### config.mk
export PLATFORM = sky130hd
export DESIGN_NAME = alu_result_collector
export DESIGN_NICKNAME = d
export VERILOG_FILES = /design/src/rtl/alu_result_collector.sv
export SDC_FILE = /design/constraint.sdc
export NUM_CORES = 2
export LEC_CHECK = 0
export CAP_MARGIN = 20
export CORE_AREA = 2 2 652 654
export DETAILED_ROUTE_END_ITERATION = 16
export DIE_AREA = 0 0 654 656
export RECOVER_POWER = 100
export SLEW_MARGIN = 20
export SYNTH_ARGS = -nofsm -noshare
export SYNTH_HDL_FRONTEND = slang
export SYNTH_SLANG_ARGS = --single-unit
### constraint.sdc
create_clock -name clk_i -period 5.2 [get_ports clk_i]
set_clock_uncertainty 0.15 [all_clocks]
set_input_delay 1.3 -clock clk_i [delete_from_list [all_inputs] [get_ports clk_i]]
set_output_delay 1.3 -clock clk_i [all_outputs]
set_load 0.02 [all_outputs]
### src/rtl/alu_result_collector.sv
// Collects tinyalu results into a wide LSB-first package with a valid/ready handoff,
// and raises sticky flags on start/done protocol errors.
module alu_result_collector #(
  parameter int unsigned NUM           = 100,
  parameter int unsigned RES_W         = 16,
  parameter int unsigned PACKAGE_WIDTH = 1600,
  parameter int unsigned TIMEOUT       = 16
) (
  input  logic                     clk_i,
  input  logic                     reset_i,
  input  logic                     start_i,
  input  logic [2:0]               op_i,
  input  logic                     done_i,
  input  logic [RES_W-1:0]         result_i,
  output logic                     pkg_valid_o,
  input  logic                     pkg_ready_i,
  output logic [PACKAGE_WIDTH-1:0] pkg_data_o,
  output logic [31:0]              pkg_count_o,
  output logic [7:0]               fill_o,
  output logic                     overflow_o,
  output logic                     timeout_o,
  output logic                     spurious_o
);

  localparam int unsigned TW = $clog2(TIMEOUT + 1);
  localparam logic [TW-1:0] TimerLast = TW'(TIMEOUT - 1);
  localparam logic [7:0]    FillLast  = 8'(NUM - 1);

  typedef enum logic [0:0] {StCollect, StHold} state_e;

  state_e                   r_state;
  logic [PACKAGE_WIDTH-1:0] r_pkg_data;
  logic [7:0]               r_fill;
  logic [31:0]              r_pkg_count;
  logic                     r_overflow;
  logic                     r_timeout;
  logic                     r_spurious;
  logic                     r_pending;
  logic [TW-1:0]            r_timer;

  logic [PACKAGE_WIDTH-1:0] w_shifted;
  logic [PACKAGE_WIDTH-1:0] w_first;

  // New results enter at the top so that the first one ends up at the LSB.
  assign w_shifted = {result_i, r_pkg_data[PACKAGE_WIDTH-1:RES_W]};
  assign w_first   = {result_i, {(PACKAGE_WIDTH - RES_W){1'b0}}};

  always_ff @(posedge clk_i or negedge reset_i) begin
    if (!reset_i) begin
      r_state     <= StCollect;
      r_pkg_data  <= '0;
      r_fill      <= '0;
      r_pkg_count <= '0;
      r_overflow  <= 1'b0;
      r_timeout   <= 1'b0;
      r_spurious  <= 1'b0;
      r_pending   <= 1'b0;
      r_timer     <= '0;
    end else begin
      unique case (r_state)
        StCollect: begin
          if (done_i) begin
            r_pkg_data <= w_shifted;
            r_fill     <= 8'(r_fill + 8'd1);
            if (r_fill == FillLast) r_state <= StHold;
          end
        end
        StHold: begin
          if (pkg_ready_i) begin
            r_pkg_count <= r_pkg_count + 32'd1;
            r_state     <= StCollect;
            // A done coincident with the transfer seeds the next package.
            if (done_i) begin
              r_pkg_data <= w_first;
              r_fill     <= 8'd1;
            end else begin
              r_pkg_data <= '0;
              r_fill     <= 8'd0;
            end
          end else if (done_i) begin
            r_overflow <= 1'b1;
          end
        end
        default: r_state <= StCollect;
      endcase

      if (r_pending) begin
        if (done_i) begin
          r_pending <= 1'b0;
        end else if (r_timer == TimerLast) begin
          r_timeout <= 1'b1;
          r_pending <= 1'b0;
        end else begin
          r_timer <= r_timer + 1'b1;
        end
      end else if (done_i) begin
        r_spurious <= 1'b1;
      end else if (start_i && (op_i != 3'd0)) begin
        r_pending <= 1'b1;
        r_timer   <= '0;
      end
    end
  end

  assign pkg_valid_o = (r_state == StHold);
  assign pkg_data_o  = r_pkg_data;
  assign pkg_count_o = r_pkg_count;
  assign fill_o      = r_fill;
  assign overflow_o  = r_overflow;
  assign timeout_o   = r_timeout;
  assign spurious_o  = r_spurious;

endmodule

; Word-level counts from Yosys, hierarchy flattened
; Index checks and enable logic that the tools add are counted.
[word_totals]
output_inout_bits = 1644
in_bits = 24
register_bits = 1650
[op_classes]
reduce_logical = 9
muxes = 22
eq_ne = 5
add_sub_neg = 3
bitwise_logic = 4
[op_table]
columns = cell, count
row1 = $mux 1600, 3
row2 = $pmux 1600 s2, 1
row3 = $add 32x1->32 const B, 1
row4 = $mux 5, 5
row5 = $mux 8, 2
row6 = $pmux 8 s2, 1
row7 = $mux 1, 9
row8 = $reduce_and 3->1, 3
row9 = $add 8x1->8 const B, 1
row10 = $eq 8x7->1 const B, 1
row11 = $ne 2x2->1 const B, 3
row12 = $reduce_and 2->1, 3
row13 = $add 5x1->5 const B, 1
row14 = $eq 5x4->1 const B, 1
row15 = $not 1->1, 4
row16 = $reduce_bool 3->1, 1
row17 = $pmux 1 s2, 1
row18 = $reduce_bool 2->1, 1
row19 = $logic_and 1x1->1, 1

; Longest topological paths before layout
[depth]
word_depth = 5
mapped_depth = 7

; Worst setup path before layout
; No wires, ideal clock.
[synth_timing]
path_type = input-to-reg
startpoint = input done_i
endpoint = register r_pkg_data[1000], in the netlist pkg_data_o[1000]
stages = 7
t_arrival_ps = 2388
path_slack_ps = 2541
setup_ps = 121
required_time_ps = 4929
path_cell_list = buf_2 and2b_4 buf_6 buf_6 buf_2 buf_2 a22o_1
[synth_via]
elab_chain_len = 2
[synth_rtl]
columns = item, line
row1 = start: declaration, 13  ; input logic done_i,
row2 = $ne 2x2->1 (no line), n/a
row3 = $reduce_and 2->1 (no line), n/a
row4 = end signal: assignment, 63  ; r_pkg_data <= w_shifted;
row5 = end signal: assignment, 74  ; r_pkg_data <= w_first;
row6 = end: declaration, 32  ; logic [PACKAGE_WIDTH-1:0] r_pkg_data;
; Every way passes these cells.
; A chain may end at the register's enable or synchronous reset.

; Final worst setup path
[layout_timing]
startpoint = input done_i
endpoint = register r_pkg_data[1586], in the netlist pkg_data_o[1586]
[layout_via]
elab_chain_len = 3
elab_cells_between_ends = 5
classes_between = eq/ne: 1 / mux: 3 / reduce/logical: 1
[layout_rtl]
columns = item, line
row1 = $mux 1600, 73  ; if (done_i) begin
row2 = $mux 1600, 69  ; if (pkg_ready_i) begin
row3 = $pmux 1600 s2, 60  ; unique case (r_state)
; Several ways; a longest one is shown, not always the timed one. The select of a mux whose other input is x is not followed.

==> metrics.md <==
| Metric | Value |
|---|---|
| Outcome | `complete, but fails checks` |
| Failing checks | `capacitance limit, slew limit` |
| First-pass DRT Iterations | `5` |
| First-pass GRT wire length | `378800 µm` |
| Core Box Area | `~420000 µm²` |
| Fin crit period | `4.543 ns` |
| Critical Path End Type | `flip-flop` |
| I/O Pins | `between 1.5k and 2k` |
| M1 WL | `approximately 110000 µm` |
| Clk_lat worst skew | `roughly 0.88 ns` |
| Largest net degree at the start of global routing | `between 150 and 200` |
| Fin. max-slew vios | `60` |
| Synth-to-Final Area Change | `50.26%` |
| Buf/Inv on CP | `3` |
| Setup TNS | `0 ns` |
| Netlist cell types | `36` |
| Vias in the first global route | `between 40k and 50k` |
| Metal2 WL | `approximately 130000 µm` |
| CTS root buffer | `clkbuf_16` |
| Rows | `about 240` |
| CP Max Fanout | `75` |
| Worst path max stage delay | `1.21 ns` |
| Hold Crit Start | `pkg_count_o[31]` |
| CP Launch Type | `primary input` |
| Worst-Margin Slew | `roughly 3.4 ns` |
| Finish-stage setup viols | `0` |
| Avg WL per Cell | `roughly 25 µm` |
| Post-synthesis sequential area ratio | `between 70 and 80%` |
| TritonCTS clock tree | `built` |
| Clk buf depth | `4` |
| Starting density of the core | `roughly 14%` |
| Synth Flop Type | `dfrtp_1` |
| Synth Area in XOR/XNOR | `less than 1%` |
| Slowest cell on the critical path | `nor2_1` |
| Ratio of cells with drive above 1 in the final layout | `between 7 and 8%` |
| Gr usage total | `12.47%` |
| CP top delay family | `simple AND/OR/NAND/NOR gates` |
| DR top layer | `met5` |
| Drt total wl | `281000 µm` |
| Power Dens Cells | `355.2 nW/µm²` |
| Cell count after synthesis | `about 3.8k` |
| Synth Area in Simple Gates | `0.8463%` |
| Met3 wire length | `between 20000 and 25000 µm` |
| Post_cts resized | `0` |
| Hold-fix buffers, CTS | `0` |
| Initial DRC Count | `around 3.8k` |
| Post-DP HPWL | `approximately 220000 µm` |
| Leakage power | `around 43 nW` |
| Multiplexer area fraction after synthesis | `less than 1%` |
| Setup Crit Path Kind | `primary input to flip-flop` |
| CTS buffer count | `between 150 and 200` |
| Synth Register Bits | `between 1.5k and 2k` |
| Initial antenna violation count | `a little over 40` |
| Finished Layout Cells | `roughly 11k` |
| Mean Syn Cell Area | `between 15 and 20 µm²` |
| Via count | `43.58k` |
| CP required | `5.82 ns` |
| Largest family of logic cells by synthesized area | `compound AO/OA/AOI/OAI gates` |
| Final hold vios | `0` |
| Nets | `approximately 5.4k` |
| Async set-reset flop share out of synthesis | `100.0%` |
| Die Area | `approximately 430000 µm²` |
| Worst EP arrival | `5.17 ns` |
| Syn nets | `approximately 3.8k` |
| DR DRC count | `0` |
| IO buf count | `around 1.7k` |
| Routed vias/inst | `3.880` |
| Die Ht | `~660 µm` |
| Fmax | `between 200 and 250 MHz` |
| Worst-path clk slew | `around 0.060 ns` |
| Post-CTS setup buffer count | `0` |
| Post-synth EDFFs | `0` |
| Die W | `approximately 650 µm` |
| Worst setup margin | `roughly 0.66 ns` |
| Worst r2r src | `pkg_valid_o` |
| Most frequent cells in the layout | `1650 x dfrtp_1, 1647 x dlygate4sd3_1, 1607 x a22o_1` |
| Total grt overflow | `0` |
| Placed cells | `between 10k and 15k` |
| Pre-CTS WS | `~0.96 ns` |
| HP Class | `flip-flop to flip-flop` |
| Period utilization | `between 80% and 90%` |
| Synth Warn # | `0` |
| Number of max-cap violations | `1` |
| CP startpoint | `done_i` |
| GP Congestion | `approximately 0.9` |
| Slew margin rel. | `-129.8%` |
| Clk sink count | `1650` |
| Compound-Gate Fraction of Synth Area | `24.27%` |
| Post-route ant nets | `0` |
| Critical path cell sequence | `dlygate4sd3_1 -> and2b_1 -> nor2_1 -> buf_12 -> clkbuf_4 -> a22o_1` |
| Unrepaired setup endpoints after global routing | `false` |
| CTS H-tree lvls | `4` |
| Peak supply drop | `approximately 0.00026 V` |
| Adder-Cell Fraction of Synth Area | `0.08570%` |
| Cell area after synthesis | `between 50000 and 60000 µm²` |
| Commonest non-fill, non-tap cell in the layout | `dfrtp_1` |
==> cells by family after synthesis <==
kind of cell	Yosys count
DFF	1650
AOI/OAI and AO/OA	1622
buffers and inverters	367
and+or+nand+nor	88
xor gates and xnor gates	33
muxes	4
adders and majority gates	4
==> synthesized netlist by cell type (all sizes together), types with 3 or more instances <==
library cell	n	area, µm²
nor4	5	52.55
o21ai	5	25.02
xor2	4	35.03
and2	5	31.28
nand4	15	100.1
a22o	1607	14070
nor3	4	20.02
nor2	10	45.04
nand2b	3	18.77
xnor2	29	254.0
a21oi	3	15.01
clkbuf	23	86.33
and3	6	37.54
inv	5	18.77
dfrtp	1650	41290
buf	339	1957
nand3	15	75.07
ha	4	50.05
nand2	20	75.07
==> path summary, 6_finish.rpt <==
path	endpoint	slack (ns)	cells after the start
setup / recovery	pkg_data_o[1586]	0.66	6
hold / removal	pkg_count_o[31]	0.32	1
setup reg to reg	pkg_data_o[1586]	1.34	5
hold reg to reg	pkg_count_o[31]	0.32	1
max in group asynchronous	pkg_data_o[1526]	0.91	2
min in group asynchronous	pkg_data_o[227]	1.53	1
==> state kept, by name, summed over array words and instances, names as in the netlist <==
| register | flops |
|---|---|
| pkg_data_o | 1600 |
| pkg_count_o | 32 |
| fill_o | 8 |
| r_timer | 5 |
| overflow_o | 1 |
| pkg_valid_o | 1 |
| r_pending | 1 |
| spurious_o | 1 |
| timeout_o | 1 |
==> power by group <==
part           total [W]  switching [W]  internal, W
combinational    0.00349        0.00215      0.00134
sequential        0.0142       0.000795       0.0135
clock             0.0134        0.00570      0.00773
==> metal layers <==
metal,vias up,global-route usage [%]
li1,18090,-
met1,23150,15.80
met2,1966,20.35
met3,374,3.520
met4,4,3.987
met5,-,0
==> area by class of cell <==
cell class              count  area [µm²]
flip-flops and latches   1650       41290
fillers                 45190      334500
repair buffers           1812       18090
inverters                   5       18.77
clock inverters            56       641.9
diodes                     13       32.53
clock buffers             281        5558
well taps                5663        7086
multi-input cells        1751       15030
==> per-stage QoR <==
stage | cell area (µm²) | utilization [%] | total power, W | hold slack [ns]
finish | 87750 | 20.78 | 0.03116 | 0.3179
global placement | 81730 | 19.36 | 0.01824 | 0.3074
floorplan | 58400 | - | 0.01585 | 0.3229
global route | 87720 | 20.78 | 0.03231 | 0.3454
detailed placement | 81730 | 19.36 | 0.01824 | 0.3114
CTS | 87930 | 20.83 | 0.03183 | 0.2657
Power figures use the tool's default switching activity.
